File: src/rtl/jk_cmd_arbiter_if.sv
// Requester and JK-bank signal bundle for jk_cmd_arbiter.
// The master side is the request sources plus the bank; the slave side is the arbiter.
interface jk_cmd_arbiter_if #(
  parameter int NREQ  = 4,
  parameter int NBITS = 8
);
  localparam int IDW = $clog2(NREQ);

  logic [NREQ-1:0]       req_valid;
  logic [NREQ-1:0]       req_ready;
  logic [2*NREQ-1:0]     req_op;
  logic [NBITS*NREQ-1:0] req_mask;
  logic [NBITS-1:0]      J;
  logic [NBITS-1:0]      K;
  logic [NBITS-1:0]      q_in;
  logic                  done;
  logic [IDW-1:0]        done_id;
  logic [NBITS-1:0]      rd_data;
  logic                  err;

  modport master (
    output req_valid, req_op, req_mask, q_in,
    input  req_ready, J, K, done, done_id, rd_data, err
  );

  modport slave (
    input  req_valid, req_op, req_mask, q_in,
    output req_ready, J, K, done, done_id, rd_data, err
  );
endinterface

File: src/rtl/jk_cmd_arbiter.sv
// Round-robin arbiter that shares one JK flip-flop bank, one command per 4 cycles.
// Optional post-command readback check enabled by defining JK_CMD_VERIFY_EN.
module jk_cmd_arbiter #(
  parameter int NREQ  = 4,
  parameter int NBITS = 8
) (
  input  logic             clk,
  input  logic             reset,
  jk_cmd_arbiter_if.slave  bus
);
  localparam int IDW = $clog2(NREQ);
  localparam int SW  = IDW + 1;

  typedef enum logic [1:0] {IDLE, ISSUE, CAPTURE, RESP} state_t;

  state_t           state, state_nxt;
  logic [IDW-1:0]   rr_ptr, winner, id_q;
  logic             found;
  logic [1:0]       win_op;
  logic [NBITS-1:0] win_mask;
  logic [NBITS-1:0] j_q, k_q, rd_q;
  logic [SW-1:0]    scan;
  logic [IDW-1:0]   scan_idx;

  // Rotating priority scan starting at rr_ptr; first valid requester wins.
  always_comb begin
    found    = 1'b0;
    winner   = '0;
    scan     = '0;
    scan_idx = '0;
    for (int k = 0; k < NREQ; k++) begin
      scan = {1'b0, rr_ptr} + SW'(k);
      if (scan >= SW'(NREQ))
        scan = scan - SW'(NREQ);
      scan_idx = scan[IDW-1:0];
      if (!found && bus.req_valid[scan_idx]) begin
        found  = 1'b1;
        winner = scan_idx;
      end
    end
  end

  always_comb begin
    win_op   = '0;
    win_mask = '0;
    for (int i = 0; i < NREQ; i++) begin
      if (IDW'(i) == winner) begin
        win_op   = bus.req_op[2*i +: 2];
        win_mask = bus.req_mask[NBITS*i +: NBITS];
      end
    end
  end

  always_comb begin
    bus.req_ready = '0;
    for (int i = 0; i < NREQ; i++)
      bus.req_ready[i] = (state == IDLE) && found && !reset && (IDW'(i) == winner);
  end

  always_comb begin
    state_nxt = state;
    case (state)
      IDLE:    if (found) state_nxt = ISSUE;
      ISSUE:   state_nxt = CAPTURE;
      CAPTURE: state_nxt = RESP;
      RESP:    state_nxt = IDLE;
      default: state_nxt = IDLE;
    endcase
  end

  // J/K are loaded at the grant edge so the bank sees them for exactly the ISSUE cycle.
  always_ff @(posedge clk or posedge reset) begin
    if (reset) begin
      state  <= IDLE;
      rr_ptr <= '0;
      id_q   <= '0;
      j_q    <= '0;
      k_q    <= '0;
      rd_q   <= '0;
    end else begin
      state <= state_nxt;
      j_q   <= '0;
      k_q   <= '0;
      if (state == IDLE && found) begin
        id_q   <= winner;
        j_q    <= win_mask & {NBITS{win_op[1]}};
        k_q    <= win_mask & {NBITS{win_op[0]}};
        rr_ptr <= (winner == IDW'(NREQ-1)) ? '0 : winner + 1'b1;
      end
      if (state == CAPTURE)
        rd_q <= bus.q_in;
    end
  end

  assign bus.J       = j_q;
  assign bus.K       = k_q;
  assign bus.rd_data = rd_q;
  assign bus.done    = (state == RESP);
  assign bus.done_id = id_q;

`ifdef JK_CMD_VERIFY_EN
  logic [1:0]       op_q;
  logic [NBITS-1:0] mask_q, q_pre, f_val, expected;
  logic             err_q;

  always_comb begin
    f_val = q_pre;
    case (op_q)
      2'b00: f_val = q_pre;
      2'b01: f_val = '0;
      2'b10: f_val = '1;
      2'b11: f_val = ~q_pre;
      default: f_val = q_pre;
    endcase
    expected = (q_pre & ~mask_q) | (mask_q & f_val);
  end

  // q_pre is taken before the bank updates at the end of ISSUE.
  always_ff @(posedge clk or posedge reset) begin
    if (reset) begin
      op_q   <= '0;
      mask_q <= '0;
      q_pre  <= '0;
      err_q  <= 1'b0;
    end else begin
      if (state == IDLE && found) begin
        op_q   <= win_op;
        mask_q <= win_mask;
      end
      if (state == ISSUE)
        q_pre <= bus.q_in;
      if (state == CAPTURE)
        err_q <= (bus.q_in != expected);
    end
  end

  assign bus.err = err_q && (state == RESP);
`else
  assign bus.err = 1'b0;
`endif
endmodule

File: src/flat_wrapper.sv
// flat-port wrapper written by rule: the top's interface ports become plain ports
module jk_cmd_arbiter_flat 
#(
  parameter int NREQ  = 4,
  parameter int NBITS = 8
)
  (clk, reset, bus_req_valid, bus_req_op, bus_req_mask, bus_q_in, bus_req_ready, bus_J, bus_K, bus_done, bus_done_id, bus_rd_data, bus_err);
  jk_cmd_arbiter_if #(.NREQ(NREQ), .NBITS(NBITS)) bus_i ();
  input  logic clk;
  input  logic reset;
  input wire logic [$bits(bus_i.req_valid)-1:0] bus_req_valid;
  input wire logic [$bits(bus_i.req_op)-1:0] bus_req_op;
  input wire logic [$bits(bus_i.req_mask)-1:0] bus_req_mask;
  input wire logic [$bits(bus_i.q_in)-1:0] bus_q_in;
  output wire logic [$bits(bus_i.req_ready)-1:0] bus_req_ready;
  output wire logic [$bits(bus_i.J)-1:0] bus_J;
  output wire logic [$bits(bus_i.K)-1:0] bus_K;
  output wire logic [$bits(bus_i.done)-1:0] bus_done;
  output wire logic [$bits(bus_i.done_id)-1:0] bus_done_id;
  output wire logic [$bits(bus_i.rd_data)-1:0] bus_rd_data;
  output wire logic [$bits(bus_i.err)-1:0] bus_err;
  assign bus_i.req_valid = bus_req_valid;
  assign bus_i.req_op = bus_req_op;
  assign bus_i.req_mask = bus_req_mask;
  assign bus_i.q_in = bus_q_in;
  assign bus_req_ready = bus_i.req_ready;
  assign bus_J = bus_i.J;
  assign bus_K = bus_i.K;
  assign bus_done = bus_i.done;
  assign bus_done_id = bus_i.done_id;
  assign bus_rd_data = bus_i.rd_data;
  assign bus_err = bus_i.err;
  jk_cmd_arbiter #(.NREQ(NREQ), .NBITS(NBITS)) u_core (.clk(clk), .reset(reset), .bus(bus_i));
endmodule
File: config.mk
export PLATFORM = sky130hd
export DESIGN_NAME = jk_cmd_arbiter_flat
export DESIGN_NICKNAME = d
export VERILOG_FILES = /design/src/rtl/jk_cmd_arbiter_if.sv /design/src/rtl/jk_cmd_arbiter.sv /design/src/flat_wrapper.sv
export SDC_FILE = /design/constraint.sdc
export NUM_CORES = 1
export LEC_CHECK = 0
export ABC_CLOCK_PERIOD_IN_PS = 5500
export BUFFER_PORTS_ARGS = -buffer_cell sky130_fd_sc_hd__buf_2
export CAP_MARGIN = 20
export CELL_PAD_IN_SITES_DETAIL_PLACEMENT = 0
export CELL_PAD_IN_SITES_GLOBAL_PLACEMENT = 2
export CORE_UTILIZATION = 29
export CTS_BUF_LIST = sky130_fd_sc_hd__clkbuf_8
export CTS_CLUSTER_DIAMETER = 30
export CTS_CLUSTER_SIZE = 16
export DETAILED_ROUTE_END_ITERATION = 8
export GPL_TIMING_DRIVEN = 0
export PLACE_DENSITY_LB_ADDON = 0.1
export SYNTH_ARGS = -nofsm -noshare
export SYNTH_HDL_FRONTEND = slang
export SYNTH_SLANG_ARGS = --single-unit
File: constraint.sdc
create_clock -name clk -period 5.5 [get_ports clk]
set_input_delay 1.1 -clock clk [delete_from_list [all_inputs] [get_ports clk]]
set_output_delay 1.1 -clock clk [all_outputs]
set_load 0.02 [all_outputs]
==> metrics.txt <==
asr flop ratio synth=100.0%; detailed-route via count=1526; reg-to-reg endpoint=u_core.bus.J[7]; placed cell count=307; P_sw=around 510 uW; Gate power share=55.3%; DP HPWL=3.525 mm; initial antenna violation count=0; IO buf count=84; GRT overflow=0; GPL Wtd Cong=0.8098; CTS H-tree depth=2; status=complete, no violations; Max clock buf depth=2; WP buf/inv=4; WP data arrival=3.49 ns; Vias/cell=4.844; critical path startpoint category=input port; YS warnings=0; hold buffer count at CTS=0; Starting Density=31.08%; WP depth=9; iteration-0 DRC count of the detailed router=30; Rel. slew slack=46.89%; CTS tree=yes; HP Class=register to register; Synth Register Bits=30; # resized after CTS=0; clk_lat worst skew=roughly 0.28 ns; first-pass GRT wire length=between 7 and 8 mm; Distinct cells, synth=34; worst r2r src=u_core.rr_ptr[0]; DIE HEIGHT=77.15 um; Setup Skew=approximately 0.0044 ns; final hold vios=0; Setup CP Type=input port to primary output; hold depth=2; RSZ-0062 raised after global routing=no; IO Pins=86; share of cells above drive strength 1=42.45%; Synth Net Count=214; share of power burned in registers=approximately 29%; Post-synth EDFFs=0; number of routed nets with antenna violations=0; Synth area leaders=dfrtp_1 (46%), a211oi_1 (11%), ha_1 (6.1%), mux2_2 (5.5%), and3b_1 (4.3%); TritonCTS Sinks=30; mean area per synthesized cell=10.78 um2; clock-pin slew on the worst setup and hold paths=0.07 ns; Top FF cell, synth=dfrtp_1; post-synth top area cell=dfrtp_1; worst vdd ir=~260 uV; clock share of power=15.9%; CP cell instances=buf_2, nor2b_1, o21a_1, nor4_1, ha_1, clkbuf_1, inv_1, nor3_1, buf_2; area of the die=5952 um2; final wirelength=4.562 mm; largest net degree at the start of global routing=23; Total GRT Usage=between 15 and 20%; top cells by count, synth=dfrtp_1 (30), a211oi_1 (24), nand2_1 (9); register area share after synthesis=45.84%; diode count=0; CTS root buffer=clkbuf_8; Num CTS Buffers=5; most frequent CP cell=buf_2; core area=between 5000 and 6000 um2; row count=26; crit-path max FO=10; fin nets=306; Slew Viols, Final=0; largest delay contributor family on the critical path=buffers and inverters; worst-case reg-to-reg path depth=8; Final period util=83.53%; fin cells=315; max_cap viols=0; final setup fails=0; setup_tns=0 ns; min Tclk post-route=4.594 ns; Sw Ratio=44.22%; Post-CTS Setup Repair Bufs=0; detailed-route DRC error count=0; Power Dens Cells=just over 500 nW/um2; Synth Instances=152; Max Clock Freq=217.7 MHz; Int Pwr=648.8 uW; WL/cell=14.48 um; Hold EP=u_core.bus.done_id[1]; Slew @ Worst Pin=0.7864 ns; most common cell in the synthesized netlist=dfrtp_1; Cell Area, Synth=1638 um2; die width=77.15 um; Crit. End Element=primary output; Pleak=0.001204 uW; Worst EP required=4.40 ns; synthesis-to-finish area growth=38.50%; crit-path max cell delay=about 0.45 ns; top-area cell type share of the netlist area=between 40 and 50%; number of global-route vias before repair=between 1500 and 2000; Worst path slowest cell=nor4_1; DRT Pass-1 Iters=4; R2R Setup Slk=2.82 ns; worst min-delay path startpoint=u_core.bus.done_id[1]
-- registers in the layout, summed over array words and instances, names as in the netlist --
name and cells:
u_core.bus.J 8, u_core.bus.done_id 2, u_core.rr_ptr 2, u_core.bus.rd_data 8
u_core.state 2, u_core.bus.K 8
-- power groups by stage --
stage	logic, uW	registers (uW)	clock network [uW]
after floorplan	373	417	0
after global placement	650	338	0
after detailed placement	650	340	0
after CTS	653	336	190
after global routing	706	347	200
final	643	335	185
-- cell usage in the layout, fill, tap and decap left out, types with 2 or more instances in the layout --
cell type,synthesis,final
a21oi_1,4,4
clkbuf_1,5,5
ha_1,8,8
o21ai_0,8,8
dfrtp_1,30,30
mux2_2,8,8
nor2_1,2,2
nand2_1,9,9
nor4_1,2,2
inv_1,7,7
o31ai_1,2,2
a221o_1,2,2
nand2b_1,3,3
a21o_1,8,8
nand3b_1,2,2
nor2b_1,2,2
a211oi_1,24,24
and3b_1,8,8
and3_1,3,3
clkbuf_8,0,6
buf_2,0,84
-- through the flow --
| stage | util, % | hold slack [ns] | cell area [um2] | total power (uW) | setup slack [ns] |
|---|---|---|---|---|---|
| 6_report | 43.04 | 0.4944 | 2268 | 1163 | 0.9061 |
| 5_1_grt | 43.04 | 0.5155 | 2268 | 1253 | 0.6221 |
| 4_1_cts | 43.04 | 0.5013 | 2268 | 1180 | 0.8962 |
| 3_5_place_dp | 41.24 | 0.4651 | 2173 | 990.1 | 0.9121 |
| 3_3_place_gp | 40.72 | 0.4719 | 2146 | 988.5 | 0.8776 |
| 2_1_floorplan | - | 0.4989 | 1638 | 790.2 | 1.429 |
-- worst register-to-register path, delay by kind of cell, from the launching register on --
family	cells	cell delay [ns]
AO/OA/AOI/OAI	3	0.62
adder cells (fa/ha/maj)	1	0.32
buffers and inverters	2	0.69
flip-flops	1	0.38
AND/OR/NAND/NOR	2	0.53
-- per-layer routing --
metal | track usage, % | wire (um) | up-vias
met2 | 25.31 | 2129 | 57
li1 | - | - | 756
met3 | 4.405 | 278 | 10
met5 | 0 | 0 | -
met4 | 6.226 | 106 | 0
met1 | 19.56 | 2047 | 703
-- cell families (layout without fill, tap and decap cells) --
logic type / after synthesis / in the layout / synth area share, %
compound gates: 53 / 53 / 23.30
simple gates: 36 / 36 / 14.29
flops: 30 / 30 / 45.84
buf+inv: 14 / 107 / 3.438
mux: 10 / 10 / 6.799
fa+ha+maj: 8 / 8 / 6.112
other cells: 1 / 1 / 0.2290
-- final cells by class --
| class | instances | area [um2] |
|---|---|---|
| Sequential cell | 30 | 750.7 |
| Timing Repair Buffer | 85 | 447.9 |
| Clock inverter | 2 | 12.51 |
| Fill cell | 561 | 3002 |
| Tap cell | 70 | 87.58 |
| Buffer | 7 | 30.03 |
| Clock buffer | 6 | 82.58 |
| Inverter | 7 | 26.28 |
| Multi-Input combinational cell | 108 | 830.8 |
-- worst max-delay path by stage --
stage / start / endpoint / slack, ns
after floorplan: bus_req_valid[2] / bus_req_ready[3] / 1.43
after global placement: bus_req_valid[2] / bus_req_ready[3] / 0.88
after detailed placement: bus_req_valid[2] / bus_req_ready[3] / 0.91
after CTS: bus_req_valid[2] / bus_req_ready[3] / 0.90
after global routing: bus_req_valid[2] / bus_req_ready[3] / 0.62
final: bus_req_valid[2] / bus_req_ready[3] / 0.91
Power figures use the tool's default switching activity.
